`config.mk`:
```
export PLATFORM = sky130hd
export DESIGN_NAME = dbus_timer_gpio_flat
export DESIGN_NICKNAME = d
export VERILOG_FILES = /design/src/rtl/dbus_timer_gpio_pkg.sv /design/src/rtl/dbus_timer_gpio_if.sv /design/src/rtl/dbus_timer_gpio_load_extend.sv /design/src/rtl/dbus_timer_gpio.sv /design/src/flat_wrapper.sv
export SDC_FILE = /design/constraint.sdc
export NUM_CORES = 1
export LEC_CHECK = 0
export BUFFER_PORTS_ARGS = -buffer_cell sky130_fd_sc_hd__buf_2
export CAP_MARGIN = 20
export CORE_MARGIN = 1
export CORE_UTILIZATION = 39
export CTS_CLUSTER_DIAMETER = 80
export DETAILED_ROUTE_END_ITERATION = 16
export PLACE_DENSITY_LB_ADDON = 0.15
export SYNTH_ARGS = -nofsm -noshare
export SYNTH_HDL_FRONTEND = slang
export SYNTH_SLANG_ARGS = --single-unit
```
`constraint.sdc`:
```
create_clock -name clk -period 7.95 [get_ports clk]
set_input_delay 1.59 -clock clk [delete_from_list [all_inputs] [get_ports clk]]
set_output_delay 1.59 -clock clk [all_outputs]
set_load 0.05 [all_outputs]
```
`src/rtl/dbus_timer_gpio_pkg.sv`:
```
// Shared data-bus encodings, register offsets and reset constants
// for the timer/GPIO peripheral and its bus neighbours.
package dbus_timer_gpio_pkg;

   localparam logic [5:0] OFF_GPIO_OUT = 6'h00;
   localparam logic [5:0] OFF_GPIO_IN  = 6'h04;
   localparam logic [5:0] OFF_MTIME_LO = 6'h08;
   localparam logic [5:0] OFF_MTIME_HI = 6'h0C;
   localparam logic [5:0] OFF_CMP_LO   = 6'h10;
   localparam logic [5:0] OFF_CMP_HI   = 6'h14;
   localparam logic [5:0] OFF_SCRATCH  = 6'h18;

   typedef enum logic [1:0] {
      ST_SB   = 2'b00,
      ST_SH   = 2'b01,
      ST_SW   = 2'b10,
      ST_NONE = 2'b11
   } store_type_e;

   typedef enum logic [2:0] {
      LD_LB  = 3'b000,
      LD_LH  = 3'b001,
      LD_LW  = 3'b010,
      LD_LBU = 3'b100,
      LD_LHU = 3'b101
   } load_type_e;

   localparam logic [63:0] MTIMECMP_RST = 64'hFFFF_FFFF_FFFF_FFFF;

   function automatic logic [31:0] merge_be(
      input logic [31:0] old_v,
      input logic [31:0] new_v,
      input logic [3:0]  be
   );
      logic [31:0] r;
      r = old_v;
      for (int i = 0; i < 4; i++) begin
         if (be[i]) r[8*i +: 8] = new_v[8*i +: 8];
      end
      return r;
   endfunction

endpackage

```
`src/rtl/dbus_timer_gpio_if.sv`:
```
// Core-side data-memory bus: strobes, address, data and select.
interface dbus_timer_gpio_if;
   logic        data_mem_write;
   logic        data_mem_read;
   logic [31:0] data_mem_addr;
   logic [1:0]  store_type;
   logic [2:0]  load_type;
   logic [31:0] write_data;
   logic [31:0] read_data;
   logic        sel_hit;

   modport master (
      output data_mem_write, data_mem_read, data_mem_addr,
      output store_type, load_type, write_data,
      input  read_data, sel_hit
   );

   modport slave (
      input  data_mem_write, data_mem_read, data_mem_addr,
      input  store_type, load_type, write_data,
      output read_data, sel_hit
   );
endinterface

```
`src/rtl/dbus_timer_gpio_load_extend.sv`:
```
// Byte/half/word extraction with sign or zero extension for loads.
module load_extend
   import dbus_timer_gpio_pkg::*;
(
   input  logic [31:0] i_word,
   input  logic [1:0]  i_off,
   input  logic [2:0]  i_type,
   output logic [31:0] o_data
);

   logic [15:0] w_sh;

   assign w_sh = 16'(i_word >> {i_off, 3'b000});

   always_comb begin
      o_data = '0;
      case (i_type)
         LD_LB:   o_data = {{24{w_sh[7]}}, w_sh[7:0]};
         LD_LH:   o_data = {{16{w_sh[15]}}, w_sh};
         LD_LW:   o_data = (i_off == 2'b00) ? i_word : '0;
         LD_LBU:  o_data = {24'h0, w_sh[7:0]};
         LD_LHU:  o_data = {16'h0, w_sh};
         default: o_data = '0;
      endcase
   end

endmodule

```
`src/rtl/dbus_timer_gpio.sv`:
```
// Memory-mapped GPIO, scratch register and 64-bit machine timer
// with compare interrupt, sitting beside Data_Memory on the data bus.
module dbus_timer_gpio
   import dbus_timer_gpio_pkg::*;
#(
   parameter logic [31:0] BASE_ADDR = 32'hFFFF_0000,
   parameter int unsigned PRESCALE  = 1
) (
   input  logic               clk,
   input  logic               reset_n,
   dbus_timer_gpio_if.slave   bus,
   input  logic [7:0]         gpio_in,
   output logic [7:0]         gpio_out,
   output logic               timer_irq
);

   localparam logic [15:0] PS_LAST = 16'(PRESCALE - 1);

   logic        w_in_win;
   logic        w_rd;
   logic        w_wr;
   logic [5:0]  w_off;
   logic [3:0]  w_be;
   logic [31:0] w_wlane;
   logic [31:0] w_rword;
   logic [31:0] w_rdata;
   logic [63:0] w_mtime_nxt;
   logic [63:0] w_cmp_nxt;
   logic [15:0] w_presc_nxt;

   logic [7:0]  r_gpio_out;
   logic [7:0]  r_sync1;
   logic [7:0]  r_sync2;
   logic [31:0] r_scratch;
   logic [31:0] r_shadow;
   logic [63:0] r_mtime;
   logic [63:0] r_cmp;
   logic [15:0] r_presc;
   logic        r_irq;

   assign w_in_win = (bus.data_mem_addr[31:6] == BASE_ADDR[31:6]);
   assign w_off    = {bus.data_mem_addr[5:2], 2'b00};
   assign w_rd     = bus.data_mem_read & w_in_win;
   assign w_wr     = bus.data_mem_write & w_in_win;

   assign bus.sel_hit = w_in_win
                      & (bus.data_mem_read | bus.data_mem_write);

   // Lane enables are zero for misaligned or invalid stores
   always_comb begin
      w_be    = '0;
      w_wlane = bus.write_data;
      case (bus.store_type)
         ST_SB: begin
            w_be    = 4'b0001 << bus.data_mem_addr[1:0];
            w_wlane = {4{bus.write_data[7:0]}};
         end
         ST_SH: begin
            if (!bus.data_mem_addr[0])
               w_be = bus.data_mem_addr[1] ? 4'b1100 : 4'b0011;
            w_wlane = {2{bus.write_data[15:0]}};
         end
         ST_SW: begin
            if (bus.data_mem_addr[1:0] == 2'b00) w_be = 4'b1111;
         end
         default: w_be = '0;
      endcase
      if (!w_wr) w_be = '0;
   end

   always_comb begin
      w_rword = '0;
      case (w_off)
         OFF_GPIO_OUT: w_rword = {24'h0, r_gpio_out};
         OFF_GPIO_IN:  w_rword = {24'h0, r_sync2};
         OFF_MTIME_LO: w_rword = r_mtime[31:0];
         OFF_MTIME_HI: w_rword = r_shadow;
         OFF_CMP_LO:   w_rword = r_cmp[31:0];
         OFF_CMP_HI:   w_rword = r_cmp[63:32];
         OFF_SCRATCH:  w_rword = r_scratch;
         default:      w_rword = '0;
      endcase
   end

   load_extend u_load_extend (
      .i_word (w_rword),
      .i_off  (bus.data_mem_addr[1:0]),
      .i_type (bus.load_type),
      .o_data (w_rdata)
   );

   assign bus.read_data = w_rd ? w_rdata : '0;

   // A store to mtime beats the tick and restarts the prescaler
   always_comb begin
      w_mtime_nxt = r_mtime;
      w_cmp_nxt   = r_cmp;
      w_presc_nxt = r_presc + 16'd1;
      if (r_presc == PS_LAST) begin
         w_presc_nxt = '0;
         w_mtime_nxt = r_mtime + 64'd1;
      end
      if (w_off == OFF_MTIME_LO && |w_be) begin
         w_mtime_nxt = {r_mtime[63:32],
                        merge_be(r_mtime[31:0], w_wlane, w_be)};
         w_presc_nxt = '0;
      end
      if (w_off == OFF_MTIME_HI && |w_be) begin
         w_mtime_nxt = {merge_be(r_mtime[63:32], w_wlane, w_be),
                        r_mtime[31:0]};
         w_presc_nxt = '0;
      end
      if (w_off == OFF_CMP_LO)
         w_cmp_nxt[31:0] = merge_be(r_cmp[31:0], w_wlane, w_be);
      if (w_off == OFF_CMP_HI)
         w_cmp_nxt[63:32] = merge_be(r_cmp[63:32], w_wlane, w_be);
   end

   always_ff @(posedge clk or negedge reset_n) begin
      if (!reset_n) begin
         r_gpio_out <= '0;
         r_sync1    <= '0;
         r_sync2    <= '0;
         r_scratch  <= '0;
         r_shadow   <= '0;
         r_mtime    <= '0;
         r_cmp      <= MTIMECMP_RST;
         r_presc    <= '0;
         r_irq      <= 1'b0;
      end else begin
         r_sync1 <= gpio_in;
         r_sync2 <= r_sync1;
         r_mtime <= w_mtime_nxt;
         r_cmp   <= w_cmp_nxt;
         r_presc <= w_presc_nxt;
         r_irq   <= (w_mtime_nxt >= w_cmp_nxt);
         if (w_off == OFF_GPIO_OUT && w_be[0])
            r_gpio_out <= w_wlane[7:0];
         if (w_off == OFF_SCRATCH)
            r_scratch <= merge_be(r_scratch, w_wlane, w_be);
         if (w_rd && w_off == OFF_MTIME_LO)
            r_shadow <= r_mtime[63:32];
      end
   end

   assign gpio_out  = r_gpio_out;
   assign timer_irq = r_irq;

endmodule

```
`src/flat_wrapper.sv`:
```
// flat-port wrapper written by rule: the top's interface ports become plain ports
module dbus_timer_gpio_flat import dbus_timer_gpio_pkg::*;
#(
   parameter logic [31:0] BASE_ADDR = 32'hFFFF_0000,
   parameter int unsigned PRESCALE  = 1
)
  (clk, reset_n, gpio_in, gpio_out, timer_irq, bus_data_mem_write, bus_data_mem_read, bus_data_mem_addr, bus_store_type, bus_load_type, bus_write_data, bus_read_data, bus_sel_hit);
  dbus_timer_gpio_if bus_i ();
  input  logic clk;
  input  logic reset_n;
  input  logic [7:0] gpio_in;
  output logic [7:0] gpio_out;
  output logic timer_irq;
  input wire logic [$bits(bus_i.data_mem_write)-1:0] bus_data_mem_write;
  input wire logic [$bits(bus_i.data_mem_read)-1:0] bus_data_mem_read;
  input wire logic [$bits(bus_i.data_mem_addr)-1:0] bus_data_mem_addr;
  input wire logic [$bits(bus_i.store_type)-1:0] bus_store_type;
  input wire logic [$bits(bus_i.load_type)-1:0] bus_load_type;
  input wire logic [$bits(bus_i.write_data)-1:0] bus_write_data;
  output wire logic [$bits(bus_i.read_data)-1:0] bus_read_data;
  output wire logic [$bits(bus_i.sel_hit)-1:0] bus_sel_hit;
  assign bus_i.data_mem_write = bus_data_mem_write;
  assign bus_i.data_mem_read = bus_data_mem_read;
  assign bus_i.data_mem_addr = bus_data_mem_addr;
  assign bus_i.store_type = bus_store_type;
  assign bus_i.load_type = bus_load_type;
  assign bus_i.write_data = bus_write_data;
  assign bus_read_data = bus_i.read_data;
  assign bus_sel_hit = bus_i.sel_hit;
  dbus_timer_gpio #(.BASE_ADDR(BASE_ADDR), .PRESCALE(PRESCALE)) u_core (.clk(clk), .reset_n(reset_n), .bus(bus_i), .gpio_in(gpio_in), .gpio_out(gpio_out), .timer_irq(timer_irq));
endmodule
```
==> Word level (Yosys, flattened, before mapping) <==
Cells that the tools add are included.
{ "word_totals": {"register_bits": 233, "output_inout_bits": 42, "elab_cells": 82} }
{ "op_classes": {"addsub": 2, "magnitude_cmp": 1, "n_eq_ne": 13, "n_shift": 2, "mux": 34, "bitwise": 4, "n_reduce_logical": 14} }
{ "op_table": {"columns": ["operator", "n"], "rows": [
  ["32-bit case mux with 7 select lines", 1],
  ["64-bit 2-to-1 mux", 3],
  ["32-bit case mux with 5 select lines", 1],
  ["32-bit 2-to-1 mux", 4],
  ["8-bit 2-to-1 mux", 16],
  ["64-bit by 1-bit adder with 64-bit output (second input constant)", 1],
  ["64-bit greater-or-equal comparator", 1],
  ["32-bit case mux with 2 select lines", 1],
  ["16-bit 2-to-1 mux", 3],
  ["32-bit by 5-bit right shift with 16-bit output", 1],
  ["26-bit == test (second input constant)", 1],
  ["16-bit by 1-bit adder with 16-bit output (second input constant)", 1],
  ["16-bit logical NOT", 1],
  ["4-bit 2-to-1 mux", 4],
  ["4-bit by 3-bit == test with 1-bit output (second input constant)", 3],
  ["4-bit case mux with 3 select lines", 1],
  ["4-bit by 2-bit == test with 1-bit output (second input constant)", 2],
  ["2-bit AND reduction", 4],
  ["3-bit == test (second input constant)", 2],
  ["6-bit logical NOT", 1],
  ["4-bit by 1-bit == test with 1-bit output (second input constant)", 1],
  ["1-bit logical AND", 4],
  ["2-bit logical NOT", 2],
  ["4-bit OR reduction", 1],
  ["other kinds (8)", 10]
]} }

==> Logic depth before layout (Yosys ltp) <==
{ "depth": {"depth_word": 9, "mapped_depth": 19} }

==> By module <==
From an unflattened synthesis, not the netlist that was laid out.
{ "unflattened": {"cells_unflattened": 1627, "hier_area_um2": 14984.4} }
{ "by_module_without_submodules": {"columns": ["mod", "instances", "cells_per_inst", "area_per_inst_um2", "seq_area_each_um2"], "rows": [
  ["dbus_timer_gpio", 1, 1503, 14123.5, 5910.7],
  ["load_extend", 1, 124, 860.8, 0.0]
]} }

==> Least setup slack after synthesis <==
Ideal clock, no wire load.
{ "synth_timing": {"kind": "input -> output", "from": "input port bus_data_mem_addr[8]", "to": "output port bus_read_data[2]", "arrival_time_ns": 3.957, "t_required_ns": 6.360, "slack_ns": 2.403, "stages": 7, "n_path_buf": 1, "cell_sequence": "nor4b_1 > and4_1 > buf_4 > nand3_1 > nor3_1 > a221oi_1 > o22ai_1"} }
{ "synth_via": {"elab_chain_len": 3} }
{ "synth_lines": {"columns": ["element", "line_no", "source"], "rows": [
  ["start: declaration", "flat_wrapper.sv:16", "input wire logic [$bits(bus_i.data_mem_addr)-1:0] bus_data_mem_addr;"],
  ["26-bit == test", "dbus_timer_gpio.sv:41", "assign w_in_win = (bus.data_mem_addr[31:6] == BASE_ADDR[31:6]);"],
  ["1-bit AND", "dbus_timer_gpio.sv:43", "assign w_rd = bus.data_mem_read & w_in_win;"],
  ["32-bit 2-to-1 mux", "dbus_timer_gpio.sv:92", "assign bus.read_data = w_rd ? w_rdata : '0;"],
  ["end: declaration", "flat_wrapper.sv:20", "output wire logic [$bits(bus_i.read_data)-1:0] bus_read_data;"]
]} }
No other way between the ends.

==> Worst setup path after layout <==
{ "layout_timing": {"from": "input port bus_data_mem_addr[3]", "to": "output port bus_read_data[17]"} }
{ "layout_via": {"elab_chain_len": 5} }
{ "layout_lines": {"columns": ["element", "line_no", "source"], "rows": [
  ["4-bit by 3-bit == test with 1-bit output (tied with other cells)", "dbus_timer_gpio.sv:73", "case (w_off)"],
  ["32-bit case mux with 7 select lines (*)", "dbus_timer_gpio.sv:73", null],
  ["32-bit by 5-bit right shift with 16-bit output / 32-bit 2-to-1 mux (equally long branches)", "dbus_timer_gpio_load_extend.sv:13, dbus_timer_gpio_load_extend.sv:20", null],
  ["32-bit case mux with 5 select lines (*)", "dbus_timer_gpio_load_extend.sv:17", "case (i_type)"],
  ["32-bit 2-to-1 mux (*)", "dbus_timer_gpio.sv:92", null]
]} }
Mark *: on every way between the ends. The rest lies on a longest branch, timed or not.

==> results.py <==
metrics = {
    "setup_path": {
        "cp-end-kind": "primary output",
        "path_class": "input pin to primary output",
        "start_kind": "input pin",
        "critPathRequiredTime_ps": 6360,
        "crit_fanout": 18,
        "worst_ep_arrival_time_ps": 5050,
    },
    "power_and_ir_drop": {
        "sw_frac_of_total": 0.2474,
        "pwr-share-seq": 0.441,
        "p_int_mw": 2.036,
        "p_leak_nw": 7.264,
        "pwr-share-clk": 0.497,
        "power_frac_comb": 0.061,
        "vdd_drop_max_mv": 0.1379,
        "switchingPower_uw": 669.1,
        "p_per_area_nw_per_um2": 161.2,
    },
    "place": {
        "post-place-cells": 2160,
        "place.detailed.hpwl_mm": 41.76,
        "io_buffers": 122,
        "dpl_cell_area_um2": 15810,
        "place_ws_ps": 1153,
        "place_congestion": 0.9645,
    },
    "clock_tree": {
        "cts-root-buf": "clkbuf_16",
        "cts.path.max_buffers": 3,
        "cts_resized": 0,
        "numCtsBuffers": 29,
        "cts_setup_buffers": 0,
        "h-tree-depth": 1,
        "clock_latency_ps": 580,
        "cts_tree": "yes",
        "cts.sinks": 233,
        "cts_hold_buf": 0,
        "clk_pin_slew_worst_paths_ps": 60,
    },
    "routing": {
        "avgViaCountPerCell": 6.065,
        "drc": 0,
        "dr.pass1.iters": 6,
        "wl_per_cell_um": 25.24,
        "antenna_left": 0,
        "drt_iter0_drc": 1239,
        "dr_total_vias": 13450,
        "routed_wirelength_mm": 55.97,
    },
    "run_status": {
        "outcome": "completed",
    },
    "global_routing": {
        "grt_pass1_vias": 12900,
        "grt_antenna_before_repair": 0,
        "grt_first_pass_wirelength_mm": 83.97,
        "grt.overflow.total": 0,
        "grtUsageTotal": 0.2882,
        "grt_max_degree": 121,
    },
    "timing": {
        "worst_pin_slew_ps": 1082,
        "slew_headroom": 0.2750,
        "fin_tns_setup_ps": 0,
        "fin_skew_ps": 18.30,
        "finalHoldViolations": 0,
        "rsz0062_at_grt": "false",
        "setup_viol": 0,
        "fin_crit_ps": 6644,
        "setup_ws_ps": 1306,
        "period_share": 0.8357,
        "maxSlewViolCount": 0,
        "max_freq_ghz": 0.1505,
    },
    "logic_synthesis": {
        "netlist_instances": 1604,
        "synth_fa_ha_area_frac": 0.05658,
        "syn_avg_cell_area_um2": 9.237,
        "yosys.area.top_type": "dfrtp_1",
        "synthesis.area_um2": 14820,
        "synthTopCellsByArea": "dfrtp_1 (29%), dfstp_2 (11%), ha_1 (5.7%)",
        "yosysSeqAreaShare": 0.3989,
        "synth_edf_count": 0,
        "synth_top_family_by_area": "compound AO/OA/AOI/OAI gates",
        "synth_top_area_frac": 0.2854,
        "synth_compound_area_frac": 0.2186,
        "synth_warnings": 0,
        "synthFlopType": "dfrtp_1",
        "ys_seq_elements": 233,
        "ys_async_sr_fraction": 1.000,
        "muxShareOfSynthArea": 0.07769,
        "yosys.area_share.simple": 0.1919,
        "synth_fp_nets": 1752,
        "synth_xor_area_frac": 0.008867,
        "synth_cell_type_count": 90,
    },
    "layout": {
        "fillerInstances": 3715,
        "design_area_um2": 16780,
        "multi_input_area_um2": 8247,
        "final_nets": 1831,
        "stdcell_count": 2217,
        "diodes": 0,
        "drive_gt1_frac": 0.2145,
        "syn_to_final_growth_pct": 13.28,
        "regArea_um2": 5911,
    },
    "worst_hold_path": {
        "hold_class": "flop to flop",
    },
    "die": {
        "ioPinCount": 123,
        "std_cell_rows": 71,
        "dieArea_um2": 38780,
        "die_h_um": 196.9,
        "core-area_um2": 37490,
        "die_x_um": 196.9,
        "start_util": 0.3952,
    },
    "job": {
        "maxCapViolations": 0,
    },
}
[path summary, 6_finish.rpt]
path	start	end	slack, ps	cells after the start
max	bus_data_mem_addr[3]	bus_read_data[17]	1310	10
min	u_core.r_sync1[1]$_DFF_PN0_	u_core.r_sync2[1]$_DFF_PN0_	340	0
max reg2reg	u_core.r_mtime[8]$_DFF_PN0_	u_core.timer_irq$_DFF_PN0_	3030	15
min reg2reg	u_core.r_sync1[1]$_DFF_PN0_	u_core.r_sync2[1]$_DFF_PN0_	340	0
max in group asynchronous	reset_n	u_core.r_shadow[30]$_DFFE_PN0P_	5670	2
min in group asynchronous	reset_n	u_core.gpio_out[5]$_DFFE_PN0P_	1050	1
[flip-flops by register name (all words and copies together), names as in the netlist]
register	flops
u_core.r_mtime	64
u_core.r_sync1	8
u_core.r_sync2	8
u_core.r_presc	16
u_core.timer_irq	1
u_core.r_shadow	32
u_core.r_cmp	64
u_core.r_scratch	32
u_core.gpio_out	8
[cell families (layout without fill, tap and decap cells)]
| logic type | after synthesis | count (layout) |
|---|---|---|
| compound gates | 475 | 475 |
| xor+xnor | 15 | 15 |
| fa+ha+maj | 67 | 67 |
| buf+inv | 162 | 264 |
| flops | 233 | 233 |
| mux | 106 | 106 |
| simple gates | 546 | 546 |
[worst max-delay path, stage by stage]
cell and delay (ps):
buf_2 360, nor2b_1 490, and2_1 760, buf_4 390, a221o_1 270, mux2i_1 130
o31a_1 330, o21a_4 260, a21oi_1 150, buf_2 290
[cell usage after synthesis (8+ instances only)]
| library cell | number |
|---|---|
| dfstp_2 | 64 |
| a221o_1 | 9 |
| inv_1 | 68 |
| o22ai_1 | 9 |
| buf_2 | 36 |
| and2_1 | 8 |
| a21oi_1 | 115 |
| o21ai_0 | 87 |
| or3_1 | 8 |
| nand4_1 | 36 |
| a21o_1 | 9 |
| mux2i_1 | 34 |
| nor2_1 | 102 |
| a211oi_1 | 15 |
| clkbuf_1 | 42 |
| o22a_1 | 13 |
| o21a_1 | 46 |
| nor3_1 | 29 |
| xor2_1 | 12 |
| a22o_1 | 10 |
| mux2_2 | 72 |
| nand3_1 | 77 |
| and3_1 | 23 |
| and4_1 | 11 |
| ha_1 | 67 |
| dfrtp_1 | 169 |
| a221oi_1 | 8 |
| a31oi_1 | 12 |
| a22oi_1 | 67 |
| nand2_1 | 185 |
| nor4_1 | 8 |
[stage by stage]
step | hold WS [ps] | power, mW | utilization
after global routing | 350.8 | 2.780 | 0.4477
final | 340.7 | 2.705 | 0.4477
after detailed placement | 334.7 | 1.378 | 0.4217
after floorplan | 331.2 | 1.282 | -
after CTS | 346.0 | 2.730 | 0.4473
after global placement | 332.2 | 1.378 | 0.4217
[area by class of cell]
class / count / share of cell area
Timing Repair Buffer: 141 / 0.04577
Clock inverter: 8 / 0.006038
Multi-Input combinational cell: 1209 / 0.4913
Clock buffer: 46 / 0.05121
Tap cell: 511 / 0.03809
Inverter: 69 / 0.01543
Sequential cell: 233 / 0.3521
[power by group through the flow]
stage                     sequential [mW]  clock [mW]  combinational [mW]
after floorplan                      1.21           0              0.0689
after global placement               1.21           0               0.164
final                                1.19        1.35               0.166
after CTS                            1.19        1.37               0.164
after detailed placement             1.21           0               0.164
after global routing                 1.19        1.41               0.176
[placed cells by master, fill, tap and decap left out, types with 9 or more instances in the layout]
master | synthesis | layout
nand2_1 | 185 | 185
dfrtp_1 | 169 | 169
buf_2 | 36 | 123
a21oi_1 | 115 | 115
nor2_1 | 102 | 102
o21ai_0 | 87 | 87
nand3_1 | 77 | 77
mux2_2 | 72 | 72
inv_1 | 68 | 68
a22oi_1 | 67 | 67
ha_1 | 67 | 67
dfstp_2 | 64 | 64
o21a_1 | 46 | 46
nand4_1 | 36 | 36
mux2i_1 | 34 | 34
clkbuf_16 | 0 | 29
nor3_1 | 29 | 28
and3_1 | 23 | 23
a211oi_1 | 15 | 15
buf_4 | 7 | 15
o22a_1 | 13 | 13
xor2_1 | 12 | 12
a31oi_1 | 12 | 12
and4_1 | 11 | 11
a22o_1 | 10 | 10
clkbuf_1 | 42 | 10
a21o_1 | 9 | 9
o22ai_1 | 9 | 9
a221o_1 | 9 | 9
[layer usage]
metal	track usage	vias up	routed length (um)	part of all wire
met1	0.4065	6624	25050	0.45
met3	0.03919	107	3867	0.069
met4	0.1039	0	2094	0.037
li1	-	6137	-	-
met5	0	-	0	0
met2	0.4499	577	24960	0.45
No activity file was read; power rests on OpenSTA's default activity.
